$ cat config.mk
export PLATFORM = sky130hd
export DESIGN_NAME = roll_channel_select
export DESIGN_NICKNAME = d
export VERILOG_FILES = /design/src/rtl/roll_channel_select.sv
export SDC_FILE = /design/constraint.sdc
export NUM_CORES = 1
export LEC_CHECK = 0
export BUFFER_PORTS_ARGS = -buffer_cell sky130_fd_sc_hd__buf_2
export CORE_AREA = 3 3 96 75
export CTS_BUF_LIST = sky130_fd_sc_hd__clkbuf_4 sky130_fd_sc_hd__clkbuf_8
export DETAILED_ROUTE_END_ITERATION = 6
export DIE_AREA = 0 0 99 78
export GPL_ROUTABILITY_DRIVEN = 0
export PLACE_DENSITY_LB_ADDON = 0.15
export SETUP_SLACK_MARGIN = 0.15
export SLEW_MARGIN = 5
export SYNTH_ARGS = -nofsm -noshare
export SYNTH_HDL_FRONTEND = slang
export SYNTH_SLANG_ARGS = --single-unit
$ cat constraint.sdc
create_clock -name clk -period 3.8 [get_ports clk]
set_input_delay 0.19 -clock clk [delete_from_list [all_inputs] [get_ports clk]]
set_output_delay 0.19 -clock clk [all_outputs]
set_load 0.02 [all_outputs]
$ cat src/rtl/roll_channel_select.sv
// roll_channel_select
//   Selects one of NCH sample streams for the display path. In roll mode, the
//   stream is decimated by a programmable factor. The result is presented
//   through a single-entry registered valid/ready output.
//   Channel, roll and decimation settings are latched only on frame_start.
//   This keeps a frame from ever mixing channels or decimation phases.
//
//   Optional feature macro: ROLL_SEL_OVF_CNT_EN
//     defined   - ovf_count is a saturating count of dropped samples
//     undefined - ovf_count is tied to zero (drops still happen)
//
// Ports
//   clk          system clock, rising edge
//   rst_n        asynchronous active-low reset
//   in_data      NCH packed samples, channel k at [k*WIDTH +: WIDTH]
//   in_valid     per-channel sample strobe, no upstream backpressure
//   sel          requested channel (ignored if >= NCH)
//   roll_mode    requested mode, 1 = decimate
//   decim        decimation factor, 0 behaves as 1
//   frame_start  one-cycle frame boundary pulse
//   out_data     selected sample
//   out_ch       channel the sample came from
//   out_valid    output holds a sample
//   out_ready    display accepts on out_valid & out_ready
//   ovf_count    dropped-sample counter
module roll_channel_select #(
  parameter int WIDTH   = 12,
  parameter int NCH     = 4,
  parameter int DECIM_W = 16,
  parameter int SELW    = $clog2(NCH)
) (
  input  logic                   clk,
  input  logic                   rst_n,
  input  logic [NCH*WIDTH-1:0]   in_data,
  input  logic [NCH-1:0]         in_valid,
  input  logic [SELW-1:0]        sel,
  input  logic                   roll_mode,
  input  logic [DECIM_W-1:0]     decim,
  input  logic                   frame_start,
  output logic [WIDTH-1:0]       out_data,
  output logic [SELW-1:0]        out_ch,
  output logic                   out_valid,
  input  logic                   out_ready,
  output logic [15:0]            ovf_count
);

  // One extra bit so that sel can be compared against NCH
  // even when NCH is a power of two.
  localparam logic [SELW:0] NCH_V = (SELW+1)'(NCH);

  logic [SELW-1:0]    act_ch;
  logic               act_roll;
  logic [DECIM_W-1:0] act_decim;   // already clamped to >= 1
  logic [DECIM_W-1:0] dcnt;

  logic               ch_valid;
  logic [WIDTH-1:0]   ch_data;
  logic               fwd;
  logic               sel_ok;

  assign sel_ok   = ({1'b0, sel} < NCH_V);
  assign ch_valid = in_valid[act_ch];
  assign ch_data  = in_data[act_ch*WIDTH +: WIDTH];
  assign fwd      = ch_valid & (~act_roll | (dcnt == '0));

  // The new settings take effect from the cycle after frame_start.
  // A sample arriving in the frame_start cycle still uses the old settings.
  always_ff @(posedge clk or negedge rst_n) begin
    if (!rst_n) begin
      act_ch    <= '0;
      act_roll  <= 1'b0;
      act_decim <= DECIM_W'(1);
    end else if (frame_start) begin
      if (sel_ok) act_ch <= sel;
      act_roll  <= roll_mode;
      act_decim <= (decim == '0) ? DECIM_W'(1) : decim;
    end
  end

  // The decimation phase restarts at every frame boundary.
  always_ff @(posedge clk or negedge rst_n) begin
    if (!rst_n) begin
      dcnt <= '0;
    end else if (frame_start || !act_roll) begin
      dcnt <= '0;
    end else if (ch_valid) begin
      dcnt <= (dcnt >= act_decim - DECIM_W'(1)) ? '0 : dcnt + DECIM_W'(1);
    end
  end

  // Single-entry output register.
  // A forwarded sample that finds the slot full and not being accepted is
  // dropped, and the held sample is left untouched.
  always_ff @(posedge clk or negedge rst_n) begin
    if (!rst_n) begin
      out_data  <= '0;
      out_ch    <= '0;
      out_valid <= 1'b0;
    end else if (fwd && (!out_valid || out_ready)) begin
      out_data  <= ch_data;
      out_ch    <= act_ch;
      out_valid <= 1'b1;
    end else if (!fwd && out_ready) begin
      out_valid <= 1'b0;
    end
  end

`ifdef ROLL_SEL_OVF_CNT_EN
  logic drop;
  assign drop = fwd & out_valid & ~out_ready;

  always_ff @(posedge clk or negedge rst_n) begin
    if (!rst_n) begin
      ovf_count <= '0;
    end else if (drop && (ovf_count != 16'hFFFF)) begin
      ovf_count <= ovf_count + 16'd1;
    end
  end
`else
  assign ovf_count = 16'h0000;
`endif

endmodule

==> parameters.txt <==
Parameter                              Value

Yosys
  Dominant synthesized flop cell ... sky130_fd_sc_hd__dfrtp_1
  Number of warnings reported in the yosys synthesis log ... 0
  Yosys top cell by area ... sky130_fd_sc_hd__dfrtp_1
  Area fraction of the dominant cell type after synthesis ... 37.3%
  Share of flip-flops with an asynchronous set or reset ... 100%
  Area of the mapped netlist ... between 3000 and 4000 µm²
  Number of distinct library cell variants in the gate-level netlist after synthesis ... 44
  Number of enable flip-flop cells after synthesis ... 0
  Commonest cells in the netlist ... 49 x sky130_fd_sc_hd__dfrtp_1, 31 x sky130_fd_sc_hd__mux2_2, 24 x sky130_fd_sc_hd__nand2_1, 19 x sky130_fd_sc_hd__ha_1, 19 x sky130_fd_sc_hd__nor2_1
  Synth top area cells ... sky130_fd_sc_hd__dfrtp_1 37%, sky130_fd_sc_hd__mux2_2 11%, sky130_fd_sc_hd__ha_1 7.2%
  Synth Register Bits ... 50
  Avg Synthesized Cell Area ... 11.2 µm²
  Number of standard cells after synthesis ... approximately 300
  Library cell with the highest instance count after synthesis ... sky130_fd_sc_hd__dfrtp_1
  Sequential area share after synthesis ... 38.1%

Status
  Run status ... complete, but fails checks
  Violations in the final reports ... negative hold slack

Finish
  Count of inserted antenna diode cells ... 0
  Sequential cell area in the final layout ... around 1300 µm²
  Fill cells ... 528
  # nets final ... around 480
  Share of layout cells above drive strength 1 ... roughly 40%
  Signed area change from the synthesized netlist to the final layout ... 18.0%
  Core occupancy in the finished layout ... 61.6%
  Multi-input gate area in the final layout ... roughly 1900 µm²

Worst setup path
  Sort of element at the start of the critical path ... flip-flop
  Endpoint class of the critical path ... flip-flop
  Critical path type ... reg -> reg
  Crit path DAT ... 3500 ps
  Worst EP required ... 3990 ps
  Max FO, Critical Path ... 7

Detailed routing
  Count of vias placed by the detailed router ... 2472
  Router iterations before antenna repair ... 4
  Avg Vias per Cell ... 5.34
  Routed length per instance ... about 16 µm
  Wire length on met2 ... approximately 3400 µm
  WL met1 ... 3460 µm
  Routed met3 length ... between 200 and 300 µm
  Number of remaining DRC errors ... 0
  Highest Signal Layer ... met4
  Antenna Nets Post-Route ... 0
  Number of design-rule violations left by the first detailed-router iteration ... 89
  Post-Route WL ... 7220 µm

Clock tree
  Count of H-tree levels built during CTS ... 2
  Number of buffers inserted for hold repair after clock tree synthesis ... 0
  CTS tree ... yes
  Clk Latency, worst-skew pair ... 300 ps
  Worst-path clk slew ... 90 ps
  Buffer type at the clock tree root ... sky130_fd_sc_hd__clkbuf_8
  Number of buffers between clock root and the deepest sink ... 2
  CTS Buf Count ... 5
  Clock sinks ... 50

Pwr
  Internal power ... 1.04 mW
  Fraction of power spent switching nets ... 30.9%
  Leakage dissipation ... ~1.8 nW
  Clk pwr share ... 26.0%
  Net Switching ... 0.466 mW
  Total power consumption of the routed design ... 1.51 mW
  IR drop worst, VDD ... 197 µV
  Total power divided by cell area ... just under 400 nW/µm²
  Gate power share ... 29.8%
  Register share of total power ... 44.2%

Global routing
  Sum of overflow across all layers after global routing ... 0
  Aggregate global-route resource usage ... 19.4%
  Wire length of the first global-routing pass ... 12100 µm
  Antenna violations before repair ... 0
  Number of global-route vias before repair ... between 2000 and 3000
  Maximum number of pins on one net before global-route repair ... 51

STA
  Number of endpoints with negative hold slack in the final report ... 16
  Final period demand of the worst path ... 3310 ps
  Share of the cycle needed by the critical path after routing ... around 87%
  Upper clock frequency limit ... 302 MHz
  Sum of negative setup slack ... 0 ps
  Worst Tran Pin Value ... 677 ps
  Worst clock skew on the final layout ... just over 6 ps
  Number of setup violations in the final report ... 0
  Setup repair after global routing missed its margin ... false
  Min Hold Slack ... -13.9 ps
  Remaining max-slew budget at the tightest pin ... 54.7%
  Final-report max-slew violation count ... 0

Place
  Number of port buffers ... 89
  Half-perimeter wire length of the detailed placement result ... 5770 µm

Floorplanning
  Count of standard-cell rows ... 25
  Die width ... 99 µm
  Initial Util ... 52.2%
  Top-Level Pins ... 106
  Vertical extent of the die ... 78 µm
  Core Box Area ... 6290 µm²
  Die Outline Area ... 7720 µm²

Min path
  Type of the tightest min-delay check ... in -> async

Run
  Number of max-capacitance violations reported ... 0
[worst max-delay path: stages (launching register included)]
cell and delay, ps:
sky130_fd_sc_hd__dfrtp_1 430, sky130_fd_sc_hd__nor4_2 340, sky130_fd_sc_hd__nand2_1 180, sky130_fd_sc_hd__or4_4 530, sky130_fd_sc_hd__nor4_4 150, sky130_fd_sc_hd__xnor2_1 90, sky130_fd_sc_hd__ha_1 270, sky130_fd_sc_hd__nand2_1 130
sky130_fd_sc_hd__nor4_4 410, sky130_fd_sc_hd__a31oi_4 190, sky130_fd_sc_hd__and3_1 230, sky130_fd_sc_hd__mux2_2 250
[power by group through the flow]
stage | Sequential (mW) | Combinational, mW | Clock, mW
final | 0.666 | 0.450 | 0.391
after global routing | 0.679 | 0.493 | 0.429
after CTS | 0.667 | 0.455 | 0.403
after detailed placement | 0.679 | 0.454 | 0
after global placement | 0.672 | 0.445 | 0
after floorplan | 0.750 | 0.234 | 0
[logic make-up (layout without fill, tap and decap cells)]
logic type / Yosys count / in the layout / synth area share (%)
xor gates and xnor gates: 25 / 25 / 6.67
muxes: 44 / 44 / 19.9
adders and majority gates: 19 / 19 / 7.24
DFF: 50 / 50 / 38.1
buffers and inverters: 30 / 105 / 5.94
other: 1 / 16 / 0.114
and+or+nand+nor: 102 / 102 / 17.0
AOI/OAI and AO/OA: 21 / 21 / 4.95
[metal layers]
layer / vias up / track usage (%)
li1: 1223 / -
met1: 1189 / 28.8
met2: 53 / 30.3
met3: 7 / 3.32
met4: 0 / 3.41
met5: - / 0
[cells in the final DEF, fill, tap and decap left out, types with 4 or more instances in the layout]
cell type                  instances
sky130_fd_sc_hd__a21oi_1           5
sky130_fd_sc_hd__and3_1            6
sky130_fd_sc_hd__buf_2            89
sky130_fd_sc_hd__buf_4             4
sky130_fd_sc_hd__clkbuf_8          6
sky130_fd_sc_hd__conb_1           16
sky130_fd_sc_hd__dfrtp_1          49
sky130_fd_sc_hd__ha_1             19
sky130_fd_sc_hd__inv_1             4
sky130_fd_sc_hd__mux2_2           31
sky130_fd_sc_hd__mux4_2           10
sky130_fd_sc_hd__nand2_1          23
sky130_fd_sc_hd__nand3_1          12
sky130_fd_sc_hd__nand4_1           7
sky130_fd_sc_hd__nor2_1           19
sky130_fd_sc_hd__nor3_1            8
sky130_fd_sc_hd__nor4_1            6
sky130_fd_sc_hd__o21ai_0           4
sky130_fd_sc_hd__xnor2_1          10
sky130_fd_sc_hd__xor2_1           15
[worst paths after layout]
path | start | endpoint | slack (ps) | cells past startpoint
min in group clk | roll_mode | act_roll | 100 | 3
setup / recovery | act_decim[5] | dcnt[0] | 490 | 11
max in group asynchronous | rst_n | dcnt[9] | 3380 | 2
hold reg to reg | out_data[0] | out_data[0] | 500 | 1
setup reg to reg | act_decim[5] | dcnt[0] | 490 | 11
hold / removal | rst_n | dcnt[3] | -10 | 2
[stage by stage]
stage	instances	instance area, µm²	worst slack (ps)
6_report	463	3870	485
5_1_grt	463	3870	249
4_1_cts	463	3860	319
3_5_place_dp	455	3740	335
3_3_place_gp	455	3740	487
2_1_floorplan	307	3340	629
[area by class of cell]
class                   count  share of cell area, %
clock inverters             1                  0.775
well taps                  81                   2.62
inverters                   4                  0.388
flip-flops and latches     50                   32.3
repair buffers             93                   12.3
multi-input cells         227                   49.3
clock buffers               7                   2.33
[timing repair]
action	in CTS	in global routing
setup endpoints to repair	0	13
resized for setup	0	3
buffers inserted	0	0
[flip-flops by register name (all words and copies together) (netlist names)]
name	flops
act_decim	16
dcnt	16
out_data	12
act_ch	2
out_ch	2
act_roll	1
out_valid	1
Power figures use the tool's default switching activity.
